File: src/rtl/shift_accum_if.sv
//------------------------------------------------------------------------------
// Module      : shift_accum_if
// Description : Handshake/data bundle between the left shifter (master) and
//               the shift_accum accumulator stage (slave).
// Revision    : 1.0 - initial release
//------------------------------------------------------------------------------
`default_nettype none

interface shift_accum_if #(
  parameter int DATA_W = 16,
  parameter int ACC_W  = 18
);
  logic              start;
  logic              in_valid;
  logic [DATA_W-1:0] shifted_a;
  logic [DATA_W-1:0] shifted_b;
  logic              busy;
  logic              done;
  logic [ACC_W-1:0]  result;
  logic              overflow;

  modport master (
    output start, in_valid, shifted_a, shifted_b,
    input  busy, done, result, overflow
  );

  modport slave (
    input  start, in_valid, shifted_a, shifted_b,
    output busy, done, result, overflow
  );
endinterface

`default_nettype wire

File: src/rtl/shift_accum.sv
//------------------------------------------------------------------------------
// Module      : shift_accum
// Description : Accumulates pairs of zero-extended shifted operands over
//               NUM_BEATS accepted beats, then publishes the sum, a sticky
//               overflow flag and a one-cycle done pulse.
// Revision    : 1.0 - initial release
//------------------------------------------------------------------------------
`default_nettype none

module shift_accum #(
  parameter int DATA_W    = 16,
  parameter int ACC_W     = 18,
  parameter int NUM_BEATS = 4
) (
  input  wire logic     clk,
  input  wire logic     reset_n,
  shift_accum_if.slave  bus
);

  // State encoding
  localparam logic [1:0] c_IDLE  = 2'd0;
  localparam logic [1:0] c_ACCUM = 2'd1;
  localparam logic [1:0] c_DONE  = 2'd2;

  // Beat index of the final beat of a run (NUM_BEATS is 1..255)
  localparam logic [7:0] c_LAST_BEAT = 8'(NUM_BEATS - 1);

  // Zero padding that widens an operand to the accumulator width plus carry
  localparam int c_PAD_W = ACC_W + 1 - DATA_W;

  logic [1:0]       r_state;
  logic [ACC_W-1:0] r_acc;
  logic [7:0]       r_cnt;
  logic             r_ovf_trk;
  logic             r_busy;
  logic             r_done;
  logic [ACC_W-1:0] r_result;
  logic             r_overflow;

  logic [ACC_W:0]   w_op_a;
  logic [ACC_W:0]   w_op_b;
  logic [ACC_W:0]   w_sum;
  logic             w_beat;

  // Unsigned operands only: widen with zeros, one spare bit holds the carry.
  // acc + a + b < 2^(ACC_W+1) because DATA_W <= ACC_W-1, so one bit suffices.
  assign w_op_a = {{c_PAD_W{1'b0}}, bus.shifted_a};
  assign w_op_b = {{c_PAD_W{1'b0}}, bus.shifted_b};
  assign w_sum  = {1'b0, r_acc} + w_op_a + w_op_b;
  assign w_beat = (r_state == c_ACCUM) && bus.in_valid;

  // Run control and running sum; beats are only accepted in ACCUM
  always_ff @(posedge clk or negedge reset_n) begin
    if (!reset_n) begin
      r_state   <= c_IDLE;
      r_acc     <= '0;
      r_cnt     <= '0;
      r_ovf_trk <= 1'b0;
      r_busy    <= 1'b0;
    end else begin
      case (r_state)
        c_IDLE: begin
          // busy stays high for the cycle after DONE (done pulse cycle) and
          // drops here unless a new run starts on this very edge.
          r_busy <= bus.start;
          if (bus.start) begin
            r_acc     <= '0;
            r_cnt     <= '0;
            r_ovf_trk <= 1'b0;
            r_state   <= c_ACCUM;
          end
        end
        c_ACCUM: begin
          if (w_beat) begin
            r_acc     <= w_sum[ACC_W-1:0];
            r_ovf_trk <= r_ovf_trk | w_sum[ACC_W];
            r_cnt     <= r_cnt + 8'd1;
            if (r_cnt == c_LAST_BEAT) begin
              r_state <= c_DONE;
            end
          end
        end
        c_DONE: begin
          r_state <= c_IDLE;
        end
        default: begin
          r_state <= c_IDLE;
          r_busy  <= 1'b0;
        end
      endcase
    end
  end

  // Publish the finished sum and flag once, with a single-cycle done pulse
  always_ff @(posedge clk or negedge reset_n) begin
    if (!reset_n) begin
      r_result   <= '0;
      r_overflow <= 1'b0;
      r_done     <= 1'b0;
    end else begin
      r_done <= (r_state == c_DONE);
      if (r_state == c_DONE) begin
        r_result   <= r_acc;
        r_overflow <= r_ovf_trk;
      end
    end
  end

  assign bus.busy     = r_busy;
  assign bus.done     = r_done;
  assign bus.result   = r_result;
  assign bus.overflow = r_overflow;

endmodule

`default_nettype wire
File: src/flat_wrapper.sv
// flat-port wrapper written by rule: the top's interface ports become plain ports
module shift_accum_flat 
#(
  parameter int DATA_W    = 16,
  parameter int ACC_W     = 18,
  parameter int NUM_BEATS = 4
)
  (clk, reset_n, bus_start, bus_in_valid, bus_shifted_a, bus_shifted_b, bus_busy, bus_done, bus_result, bus_overflow);
  shift_accum_if #(.DATA_W(DATA_W), .ACC_W(ACC_W)) bus_i ();
  input  wire logic clk;
  input  wire logic reset_n;
  input wire logic [$bits(bus_i.start)-1:0] bus_start;
  input wire logic [$bits(bus_i.in_valid)-1:0] bus_in_valid;
  input wire logic [$bits(bus_i.shifted_a)-1:0] bus_shifted_a;
  input wire logic [$bits(bus_i.shifted_b)-1:0] bus_shifted_b;
  output wire logic [$bits(bus_i.busy)-1:0] bus_busy;
  output wire logic [$bits(bus_i.done)-1:0] bus_done;
  output wire logic [$bits(bus_i.result)-1:0] bus_result;
  output wire logic [$bits(bus_i.overflow)-1:0] bus_overflow;
  assign bus_i.start = bus_start;
  assign bus_i.in_valid = bus_in_valid;
  assign bus_i.shifted_a = bus_shifted_a;
  assign bus_i.shifted_b = bus_shifted_b;
  assign bus_busy = bus_i.busy;
  assign bus_done = bus_i.done;
  assign bus_result = bus_i.result;
  assign bus_overflow = bus_i.overflow;
  shift_accum #(.DATA_W(DATA_W), .ACC_W(ACC_W), .NUM_BEATS(NUM_BEATS)) u_core (.clk(clk), .reset_n(reset_n), .bus(bus_i));
endmodule
File: config.mk
export PLATFORM = sky130hd
export DESIGN_NAME = shift_accum_flat
export DESIGN_NICKNAME = d
export VERILOG_FILES = /design/src/rtl/shift_accum_if.sv /design/src/rtl/shift_accum.sv /design/src/flat_wrapper.sv
export SDC_FILE = /design/constraint.sdc
export NUM_CORES = 1
export LEC_CHECK = 0
export ABC_AREA = 0
export ABC_CLOCK_PERIOD_IN_PS = 4250
export CAP_MARGIN = 20
export CELL_PAD_IN_SITES_DETAIL_PLACEMENT = 1
export CELL_PAD_IN_SITES_GLOBAL_PLACEMENT = 2
export CORE_MARGIN = 1
export CORE_UTILIZATION = 37
export DETAILED_ROUTE_END_ITERATION = 10
export MAX_ROUTING_LAYER = met4
export PLACE_DENSITY_LB_ADDON = 0.2
export SYNTH_ARGS = -nofsm -noshare
export SYNTH_HDL_FRONTEND = slang
export SYNTH_SLANG_ARGS = --single-unit
File: constraint.sdc
create_clock -name clk -period 4.25 [get_ports clk]
set_clock_uncertainty 0.15 [all_clocks]
set_input_delay 0.85 -clock clk [delete_from_list [all_inputs] [get_ports clk]]
set_output_delay 0.85 -clock clk [all_outputs]
set_load 0.05 [all_outputs]
### Yosys cells after proc, flatten, opt, wreduce, memory -nomap -nowiden

Index checks and enable logic that the tools add are counted.

* register bits: 50
* output and inout bits: 21
* word-level logic and storage cells: 38

* add/sub/neg operators: 3
* eq/ne operators: 6
* muxes and demuxes: 14
* bitwise gates (word level): 1
* reductions and logical operators: 6

Operators by type and width (count)
* 18-bit 2-to-1 mux: 2
* 18-bit one-hot mux with 2 select lines: 1
* 18-bit by 16-bit adder with 19-bit output: 1
* 19-bit by 16-bit adder with 19-bit output: 1
* 8-bit 2-to-1 mux: 2
* 8-bit one-hot mux with 2 select lines: 1
* 8-bit by 1-bit adder with 8-bit output, second input constant: 1
* 8-bit by 2-bit == test with 1-bit output, second input constant: 1
* 2-bit 2-to-1 mux: 3
* 3-bit AND reduction: 2
* 2-bit != test, second input constant: 2
* 1-bit one-hot mux with 2 select lines: 2
* 2-bit one-hot mux with 2 select lines: 1
* 2-bit by 1-bit == test with 1-bit output, second input constant: 1
* 2-bit == test, second input constant: 1
* 2-bit zero test: 1
* 1-bit 2-to-1 mux: 2
* 2-bit by 1-bit != test with 1-bit output, second input constant: 1
* 2-bit nonzero test: 1
* 2-bit OR reduction: 1
* 1-bit logical AND: 1
* 1-bit OR: 1

### Depth between registers and ports, before layout

* depth in word-level cells: 5
* depth in mapped cells: 9
* gate-level depth less buffers: 9

### Worst setup path after synthesis

Ideal clock, no wire load.

* path type: input-to-reg
* from: input bus_shifted_b[1]
* to: register u_core.r_acc[11]
* library setup time: 126 ps
* data arrival time: 2922 ps
* required time: 3974 ps
* path slack: 1052 ps
* stages on the path: 9
* cell sequence: fa_1 -> ha_1 -> inv_1 -> fa_1 -> nor2b_1 -> o31a_1 -> o21ai_1 -> o2111a_1 -> a221o_1

* cells in the longest elaborated chain, start to end: 3

Ends and longest elaborated chain
* from (decl): RTL line flat_wrapper.sv:15 `input wire logic [$bits(bus_i.shifted_b)-1:0] bus_shifted_b;`
* 19-bit by 16-bit adder with 19-bit output: RTL line shift_accum.sv:49 `assign w_sum = {1'b0, r_acc} + w_op_a + w_op_b;`
* 18-bit 2-to-1 mux: RTL line shift_accum.sv:74 `if (w_beat) begin`
* 18-bit one-hot mux with 2 select lines: RTL line shift_accum.sv:61 `case (r_state)`
* to (signal assigned): RTL line shift_accum.sv:75 `r_acc <= w_sum[ACC_W-1:0];`
* to (decl): RTL line shift_accum.sv:32 `logic [ACC_W-1:0] r_acc;`

Every way passes these cells. The select of a mux whose other input is x is not followed.
A chain may end at the register's enable or synchronous reset.

### Worst setup path after layout

* from: input bus_shifted_b[7]
* to: register u_core.r_acc[16]

The elaborated chain is that of the path after synthesis.

==> summary.md <==
| Metric | Value |
|---|---|
| Outcome | `completed` |
| Total CTS buffers | `5` |
| CP Launch Type | `input pin` |
| Post-synth EDFFs | `0` |
| Mapped Area | `approximately 3200 um^2` |
| Synth Area in XOR/XNOR | `0.03004` |
| Fin util | `0.4824` |
| Layout cells sized above 1 | `0.1111` |
| Slew HR | `0.5413` |
| Boundary pin count | `57` |
| Post-synthesis mux area share | `0.06984` |
| Worst setup path class | `in2reg` |
| Final nets | `between 400 and 500` |
| Register area share after synthesis | `0.3902` |
| Total grt overflow | `0` |
| Peak supply drop | `348.1 uV` |
| Cell Int Power | `1.439 mW` |
| Logic pwr share | `0.623` |
| Post-DRT Antenna Nets | `0` |
| # resized after CTS | `0` |
| CP endpoint kind | `register` |
| CTS H-tree lvls | `2` |
| Tmin final | `approximately 3.5 ns` |
| Diodes inserted | `0` |
| Post-Synth Adder-Cell Area | `0.1842` |
| FF+latch count, synth | `50` |
| Sum of negative setup slack | `0 ns` |
| Switching share of power | `0.4787` |
| Leak | `roughly 1.8 nW` |
| Synth top area share | `0.3902` |
| Chip height | `95.10 um` |
| DR vias | `approximately 2.5k` |
| Clock Latency Late Sink | `0.31 ns` |
| Site Rows | `33` |
| Clock share of power | `0.103` |
| Slew Limit Fails | `0` |
| Clk slew on worst S/H paths | `0.10 ns` |
| Finished Layout Cells | `465` |
| Flop pwr share | `0.274` |
| WL per Instance | `approximately 17 um` |
| CP startpoint | `bus_shifted_b[7]` |
| Ys flop type | `dfrtp_1` |
| Synth async-reset ratio | `1.000` |
| Main combinational cell family by area after synthesis | `compound AO/OA/AOI/OAI gates` |
| First-pass GRT wire length | `13.72 mm` |
| CP required | `approximately 4.3 ns` |
| Initial antenna violation count | `0` |
| Reg-to-reg startpoint | `u_core.r_acc[7]` |
| Switching power total | `~1.3 mW` |
| Worst hold-check path type | `reg2reg` |
| First DRT Iteration DRCs | `55` |
| Total of warnings raised by yosys | `0` |
| Critical Path AT | `about 3.6 ns` |
| Vias in the first global route | `roughly 2.7k` |
| Hold-fix buffers, CTS | `0` |
| Initial core utilization | `0.3864` |
| Final hold violations | `0` |
| Via density per instance | `~5.5` |
| Drt pass-1 iters | `4` |
| Synth-to-layout area growth | `24.85%` |
| Die area | `between 9000 and 10000 um^2` |
| Most common cell in the netlist | `dfrtp_1` |
| Syn Nets | `between 300 and 400` |
| Cells after synthesis | `approximately 300` |
| Post-synthesis compound-gate area fraction | `0.1853` |
| Routability Congestion | `0.7678` |
| Simple-Gate Fraction of Synth Area | `0.1147` |
| Cell Count Post-Placement | `456` |
| PD cells | `689.7 nW/um^2` |
| Worst Setup EP | `u_core.r_acc[16]` |
| R2R setup slack | `roughly 1.3 ns` |
| Mean area per synthesized cell | `between 10 and 15 um^2` |
| Area after DPL | `around 3900 um^2` |
| RSZ-0062 raised after global routing | `false` |
| Period utilization | `0.8332` |
| Post-synth top cells | `50 x dfrtp_1, 28 x nand2_1, 23 x o21ai_0` |
| Worst r2r path cells | `7` |
| Clk buf depth | `2` |
| FF-to-FF End | `u_core.r_acc[16]` |
| Post-CTS Setup Repair Bufs | `0` |
| Synth area leader | `dfrtp_1` |
| Die W | `about 95 um` |
| Design area | `around 4000 um^2` |
| CORE AREA | `8299 um^2` |
| Pwr Total | `roughly 2.8 mW` |
| Final wirelength | `roughly 8 mm` |
| GRT Total Usage | `0.2045` |
| Slew of the pin with the lowest slew margin | `between 0.6 and 0.7 ns` |
| CTS tree | `built` |
| Netlist cell types | `53` |
| Worst Path Max Fanout | `7` |
| Setup Viol. Count Final | `0` |
| CTS root buf | `clkbuf_8` |
| Detail Placement HPWL | `between 6 and 7 mm` |
| Largest net degree at the start of global routing | `29` |
| CTS sink cnt | `50` |
| Fmax | `~280 MHz` |
| DR DRC count | `0` |
| Max-cap violation count | `0` |
| Input/output buffers | `56` |
| Synth top area cells | `dfrtp_1 39%, fa_1 11%, ha_1 7.8%` |
worst max-delay path, cell delays in order:
cell and delay (ns):
clkdlybuf4s50_1 0.44, fa_1 0.49, ha_1 0.40, a21oi_1 0.34, o211ai_1 0.27, a311oi_1 0.39
mux2i_1 0.14, a211o_1 0.28
state kept, by name, summed over array words and instances, names as in the netlist:
| register | count |
|---|---|
| u_core.r_state | 2 |
| u_core.bus.result | 18 |
| u_core.r_cnt | 8 |
| u_core.r_acc | 18 |
| u_core.bus.busy | 1 |
| u_core.bus.overflow | 1 |
| u_core.bus.done | 1 |
| u_core.r_ovf_trk | 1 |
power groups by stage:
| stage | Combinational, mW | Sequential [mW] | Clock [mW] |
|---|---|---|---|
| after CTS | 1.73 | 0.762 | 0.299 |
| after global placement | 1.69 | 0.763 | 0 |
| after global routing | 1.91 | 0.783 | 0.310 |
| final | 1.72 | 0.757 | 0.284 |
| after floorplan | 0.969 | 0.999 | 0 |
| after detailed placement | 1.72 | 0.771 | 0 |
per-layer routing:
metal / part of all wire / track usage
met5: 0 / -
met4: 0.0098 / 0.04545
met3: 0.025 / 0.02632
met2: 0.48 / 0.3238
met1: 0.48 / 0.2803
cell type report:
cell class / count / area [um^2]
timing repair buffer: 61 / 613.1
multi-input combinational: 228 / 1873
tap: 105 / 131.4
sequential: 50 / 1251
clock inverter: 2 / 13.76
clock buffer: 6 / 72.57
fill: 939 / 4295
inverter: 13 / 48.80
placed cells by master (no fill, tap or decap), drive strengths merged, types with 3 or more instances in the layout:
cell           synthesis  final
inv                   13     13
mux2                  19     19
nor2b                  4      4
buf                    4      6
a21o                   4      4
nand3                  4      4
or3                    6      6
o21a                   3      3
dfrtp                 50     50
nand4                  3      3
nor3                   3      3
a31oi                  3      3
clkdlybuf4s50          0     55
xnor2                  6      6
clkbuf                 4      6
o211ai                 6      6
nand2                 28     28
a21oi                 21     21
a32o                   3      3
nor2                  12     12
ha                    20     20
fa                    17     17
xor2                   5      5
o21ai                 25     25
a22o                   4      4
stage by stage:
step	setup slack, ns	hold slack (ns)
finish	0.7089	0.3371
global route	0.5933	0.3929
CTS	0.7111	0.3482
detailed placement	0.3994	0.3261
global placement	0.4450	0.3158
floorplan	1.052	0.3326
how the worst min path moves through the flow:
stage,startpoint,cells after the start,slack [ns],end
after global placement,u_core.bus.busy,2,0.32,u_core.bus.busy
after global routing,u_core.bus.result[10],1,0.39,u_core.bus.result[10]
after detailed placement,u_core.bus.busy,2,0.33,u_core.bus.busy
after CTS,u_core.bus.busy,2,0.35,u_core.bus.busy
final,u_core.bus.busy,2,0.34,u_core.bus.busy
after floorplan,u_core.r_acc[16],1,0.33,u_core.r_acc[16]
kinds of logic (layout without fill, tap and decap cells):
logic type                 Yosys count  in the layout
DFF                                 50             50
xor gates and xnor gates            11             11
adders and majority gates           37             37
buffers and inverters               21             82
muxes                               20             20
and+or+nand+nor                     73             73
AOI/OAI and AO/OA                   87             87
(Power assumes the default switching activity.)
